==> config.mk <==
export PLATFORM = sky130hd
export DESIGN_NAME = memory_arbiter
export DESIGN_NICKNAME = d
export VERILOG_FILES = /design/src/rtl/memory_arbiter_pkg.sv /design/src/rtl/memory_arbiter_pick.sv /design/src/rtl/memory_arbiter.sv
export SDC_FILE = /design/constraint.sdc
export NUM_CORES = 1
export LEC_CHECK = 0
export BUFFER_PORTS_ARGS = -buffer_cell sky130_fd_sc_hd__buf_4
export CAP_MARGIN = 20
export CORE_AREA = 8 8 296 298
export DETAILED_ROUTE_END_ITERATION = 8
export DIE_AREA = 0 0 304 306
export SYNTH_ARGS = -nofsm -noshare
export SYNTH_HDL_FRONTEND = slang
export SYNTH_HIERARCHICAL = 1
export SYNTH_SLANG_ARGS = --single-unit
export TNS_END_PERCENT = 100
==> constraint.sdc <==
create_clock -name clk -period 2.93 [get_ports clk]
set_input_delay 0.586 -clock clk [delete_from_list [all_inputs] [get_ports clk]]
set_output_delay 0.586 -clock clk [all_outputs]
set_load 0.005 [all_outputs]
==> src/rtl/memory_arbiter_pkg.sv <==
// Shared encodings for the main-memory arbiter: FSM states, requester IDs, rw codes.
package memory_arbiter_pkg;

  typedef enum logic [1:0] {
    ARB_IDLE = 2'd0,
    ARB_MEM  = 2'd1,
    ARB_RESP = 2'd2
  } arb_state_t;

  typedef enum logic [1:0] {
    ARB_ID_NONE = 2'd0,
    ARB_ID_IC   = 2'd1,
    ARB_ID_DCR  = 2'd2,
    ARB_ID_DCW  = 2'd3
  } arb_id_t;

  localparam logic MEM_RW_READ  = 1'b0;
  localparam logic MEM_RW_WRITE = 1'b1;

endpackage

==> src/rtl/memory_arbiter_pick.sv <==
// Winner selection: write-back > fill > I-fetch, unless the I-side has been starved.
module arb_pick
  import memory_arbiter_pkg::*;
(
  input  logic    ic_req,
  input  logic    dcr_req,
  input  logic    dcw_req,
  input  logic    starve_hit,
  output arb_id_t winner
);

  // Fixed priority with the starvation override placed on top.
  always_comb begin
    winner = ARB_ID_NONE;
    if (ic_req && starve_hit) winner = ARB_ID_IC;
    else if (dcw_req)         winner = ARB_ID_DCW;
    else if (dcr_req)         winner = ARB_ID_DCR;
    else if (ic_req)          winner = ARB_ID_IC;
  end

endmodule

==> src/rtl/memory_arbiter.sv <==
// Serialises I-cache fills, D-cache fills and D-cache write-backs onto one memory port.
module memory_arbiter
  import memory_arbiter_pkg::*;
#(
  parameter int ADDR_W       = 32,
  parameter int LINE_W       = 128,
  parameter int STARVE_LIMIT = 4
) (
  input  logic              clk,
  input  logic              reset,
  input  logic              ic_read_req,
  input  logic [ADDR_W-1:0] ic_read_addr,
  output logic              ic_read_ack,
  output logic [LINE_W-1:0] ic_read_data,
  input  logic              dc_read_req,
  input  logic [ADDR_W-1:0] dc_read_addr,
  output logic              dc_read_ack,
  output logic [LINE_W-1:0] dc_read_data,
  input  logic              dc_write_req,
  input  logic [ADDR_W-1:0] dc_write_addr,
  input  logic [LINE_W-1:0] dc_write_data,
  output logic              dc_write_ack,
  output logic              mem_enable,
  output logic              mem_rw,
  input  logic              mem_ack,
  output logic [ADDR_W-1:0] mem_addr,
  input  logic [LINE_W-1:0] mem_data_in,
  output logic [LINE_W-1:0] mem_data_out,
  output logic              arb_busy
);

  localparam int CNT_W = $clog2(STARVE_LIMIT + 1);

  arb_state_t        state, state_nxt;
  arb_id_t           cur_id, winner;
  logic [CNT_W-1:0]  ic_wait;
  logic              starve_hit;
  logic              grant;
  logic              rw_q;
  logic [ADDR_W-1:0] addr_q;
  logic [LINE_W-1:0] wdata_q;
  logic [LINE_W-1:0] ic_data_q, dc_data_q;

  assign starve_hit = (ic_wait == CNT_W'(STARVE_LIMIT));

  arb_pick u_pick (
    .ic_req     (ic_read_req),
    .dcr_req    (dc_read_req),
    .dcw_req    (dc_write_req),
    .starve_hit (starve_hit),
    .winner     (winner)
  );

  // Requests only count while idle; MEM and RESP ignore them entirely.
  assign grant = (state == ARB_IDLE) && (winner != ARB_ID_NONE);

  assign mem_rw       = rw_q;
  assign mem_addr     = addr_q;
  assign mem_data_out = wdata_q;
  assign ic_read_data = ic_data_q;
  assign dc_read_data = dc_data_q;

  // State register; reset drops any in-flight transaction.
  always_ff @(posedge clk) begin
    if (reset) state <= ARB_IDLE;
    else       state <= state_nxt;
  end

  // Next state plus the state-decoded strobes (enable, acks, busy).
  always_comb begin
    state_nxt    = state;
    mem_enable   = 1'b0;
    arb_busy     = 1'b1;
    ic_read_ack  = 1'b0;
    dc_read_ack  = 1'b0;
    dc_write_ack = 1'b0;
    unique case (state)
      ARB_IDLE: begin
        arb_busy = 1'b0;
        if (winner != ARB_ID_NONE) state_nxt = ARB_MEM;
      end
      ARB_MEM: begin
        mem_enable = 1'b1;
        if (mem_ack) state_nxt = ARB_RESP;
      end
      ARB_RESP: begin
        ic_read_ack  = (cur_id == ARB_ID_IC);
        dc_read_ack  = (cur_id == ARB_ID_DCR);
        dc_write_ack = (cur_id == ARB_ID_DCW);
        state_nxt    = ARB_IDLE;
      end
      default: state_nxt = ARB_IDLE;
    endcase
  end

  // Latch winner ID, address and write data at grant; later requester changes are ignored.
  always_ff @(posedge clk) begin
    if (reset) begin
      cur_id  <= ARB_ID_NONE;
      rw_q    <= MEM_RW_READ;
      addr_q  <= '0;
      wdata_q <= '0;
    end else if (grant) begin
      cur_id <= winner;
      rw_q   <= (winner == ARB_ID_DCW) ? MEM_RW_WRITE : MEM_RW_READ;
      unique case (winner)
        ARB_ID_IC:  addr_q <= ic_read_addr;
        ARB_ID_DCR: addr_q <= dc_read_addr;
        ARB_ID_DCW: begin
          addr_q  <= dc_write_addr;
          wdata_q <= dc_write_data;
        end
        default: ;
      endcase
    end
  end

  // Capture read lines on mem_ack; the other port keeps its previous line.
  always_ff @(posedge clk) begin
    if (reset) begin
      ic_data_q <= '0;
      dc_data_q <= '0;
    end else if (state == ARB_MEM && mem_ack) begin
      if (cur_id == ARB_ID_IC)  ic_data_q <= mem_data_in;
      if (cur_id == ARB_ID_DCR) dc_data_q <= mem_data_in;
    end
  end

  // Count D-side grants that overtake a waiting I-fetch; clear on I grant or idle without I request.
  always_ff @(posedge clk) begin
    if (reset) begin
      ic_wait <= '0;
    end else if (state == ARB_IDLE) begin
      if (!ic_read_req || winner == ARB_ID_IC) ic_wait <= '0;
      else if (winner != ARB_ID_NONE && !starve_hit) ic_wait <= ic_wait + 1'b1;
    end
  end

endmodule

==> flow_summary.json <==
{
  "status": "finished clean",
  "dpl-instance-area_um2": 23100,
  "hp-class": "input pin to flip-flop",
  "cp_max_fo": 39,
  "async_flop_share_pct": 0,
  "postCtsSetupBuffers": 0,
  "cts_resized": 0,
  "post-route-drc-count": 0,
  "grt_max_degree": 139,
  "hold_buffers": 0,
  "cp-start-kind": "flip-flop",
  "synth_cells": 1963,
  "hold_viol": 0,
  "cap_violations": 0,
  "yosysTopAreaCell": "dfxtp_1",
  "fin_crit_sh_pct": 83.8,
  "endpoint_kind": "primary output",
  "overflow": 0,
  "critPathBufInv": 1,
  "finalWirelength_um": 74100,
  "syn2layout_area_growth_pct": 53.9,
  "die_area_um2": 93000,
  "portBuffers": 779,
  "gp_congestion": 0.868,
  "initial_core_util_pct": 19.5,
  "firstDrtPassIters": 4,
  "setup_viol": 0,
  "drt-wirelength-per-cell_um": 19.7,
  "synth.top_cell.area_share_pct": 52.6,
  "grt_pass1_vias": 16600,
  "cts_buffers": 52,
  "ys_types": 36,
  "cts_buffer_depth": 3,
  "drive_above_1_share_pct": 34.6,
  "cpLargestDelayFamily": "simple AND/OR/NAND/NOR gates",
  "die_x_um": 304,
  "synthFlopType": "dfxtp_1",
  "fin_skew_ns": 0.0154,
  "synth_edf_count": 0,
  "ant_nets": 0,
  "final_common_cell": "buf_4",
  "synth_warnings": 6,
  "cts-root-buf": "clkbuf_16",
  "grt.total_usage_pct": 14.8,
  "clock_latency_ns": 0.58,
  "synth-seq-cells": 424,
  "rsz0062_at_grt": "false",
  "die_y_um": 306,
  "synth_area_leaders": "dfxtp_1 (53%), a21oi_1 (13%), nand3_1 (7.9%)",
  "fin_nets": 3009,
  "arrival_ns": 1.87,
  "cts_max_level": 2,
  "path_clk_slew_ns": 0.06,
  "syn_area_um2": 16200,
  "antenna_found_initial": 4,
  "synth.avg_cell_area_um2": 8.23,
  "yosysSeqAreaShare_pct": 52.6,
  "cts.sinks": 424,
  "critPathRequiredTime_ns": 2.34,
  "syn_nets": 2323,
  "grt_pass1_wl_um": 109000,
  "fin_area_um2": 24900,
  "vias": 17000,
  "vdd_ir_drop_max_uv": 323,
  "fp.coreArea_um2": 82900,
  "cp_slowest_cell": "dfxtp_1",
  "slew-limit-headroom_pct": 43.9,
  "power.density_nw_per_um2": 594,
  "drt_iter0_drc": 1284,
  "tns_ns": 0,
  "fmax_mhz": 407,
  "cts_tree": "built",
  "period_minus_slack_ns": 2.45,
  "critPathKind": "flip-flop to primary output",
  "cp_slowest_stage_delay_ns": 0.50,
  "ios": 780,
  "drv_slew": 0,
  "layout_common_cells": "buf_4 (817), dfxtp_1 (424), a21oi_1 (420)",
  "power.leakage_nw": 10.2,
  "path_cells": "nand2b_4 -> nor2_1 -> buf_4",
  "hpwl_um": 54800,
  "worstMarginPinSlew_ns": 0.842,
  "via_per_inst": 4.51,
  "rows": 106
}
==> final timing paths <==
| path | from | end | slack [ns] | cells past startpoint |
|---|---|---|---|---|
| max | cur_id[1] | ic_read_ack | 0.48 | 3 |
| min | dc_write_data[3] | mem_data_out[3] | 0.25 | 3 |
| max reg2reg | ic_wait[0] | mem_addr[31] | 0.63 | 8 |
| min reg2reg | mem_data_out[74] | mem_data_out[74] | 0.45 | 2 |
==> per-stage QoR <==
step	std cells	hold slack (ns)	power [mW]	util, %	worst slack, ns
after floorplan	1963	0.444	7.14	-	0.913
after global placement	3675	0.442	8.38	27.9	0.656
after detailed placement	3675	0.447	8.39	27.9	0.641
after CTS	3765	0.189	15.0	30.0	0.340
after global routing	3766	0.213	15.4	30.0	0.285
final	3766	0.252	14.8	30.0	0.476
==> kinds of logic after synthesis <==
kind of cell | count (synthesis) | share of synthesized area (%)
buffers and inverters | 209 | 6.12
adder cells (fa/ha/maj) | 2 | 0.155
multiplexers | 34 | 2.11
AO/OA/AOI/OAI | 716 | 23.1
flip-flops | 424 | 52.6
AND/OR/NAND/NOR | 578 | 16.0
==> report_power, final <==
group | switching (mW) | internal, mW
logic | 1.15 | 0.946
registers | 0.140 | 6.01
clock network | 2.61 | 3.91
==> layout make-up <==
| cell class | instances | area [um^2] |
|---|---|---|
| tap | 1080 | 1350 |
| sequential | 424 | 8490 |
| antenna | 1 | 2.50 |
| clock inverter | 14 | 204 |
| fill | 8896 | 58000 |
| timing repair buffer | 838 | 6550 |
| multi-input combinational | 1330 | 6740 |
| clock buffer | 76 | 1510 |
| inverter | 3 | 11.3 |
==> synthesized netlist by cell type (2+ instances only) <==
| cell | instances |
|---|---|
| nand2_1 | 262 |
| nand2b_1 | 5 |
| o21ai_1 | 20 |
| buf_6 | 8 |
| nor2b_1 | 3 |
| nor3_1 | 2 |
| dfxtp_1 | 424 |
| o21ai_0 | 237 |
| buf_4 | 14 |
| a22o_1 | 32 |
| buf_2 | 73 |
| buf_1 | 7 |
| a211oi_1 | 2 |
| inv_1 | 3 |
| nor2_1 | 38 |
| clkbuf_1 | 104 |
| a21oi_1 | 421 |
| ha_1 | 2 |
| mux2i_1 | 33 |
| or3b_2 | 2 |
| nand3_1 | 256 |
==> tightest hold or removal path, delay by kind of cell <==
kind / cells / cell delay [ns]
buffers and inverters: 1 / 0.11
AND/OR/NAND/NOR: 1 / 0.05
AO/OA/AOI/OAI: 1 / 0.05
==> registers in the layout, summed over array words and instances, names as in the netlist <==
signal and cells:
cur_id 2, dc_read_data 128, ic_read_data 128, ic_wait 3, mem_addr 32, mem_data_out 128
mem_rw 1, state 2
==> routing by layer <==
metal	vias up	global-route usage, %	part of all wire (%)
met5	-	0	0
met4	0	5.96	4.1
met3	133	4.05	7.5
met2	683	24.1	47
met1	7945	18.4	41
li1	8206	-	-
Power figures use the tool's default switching activity.
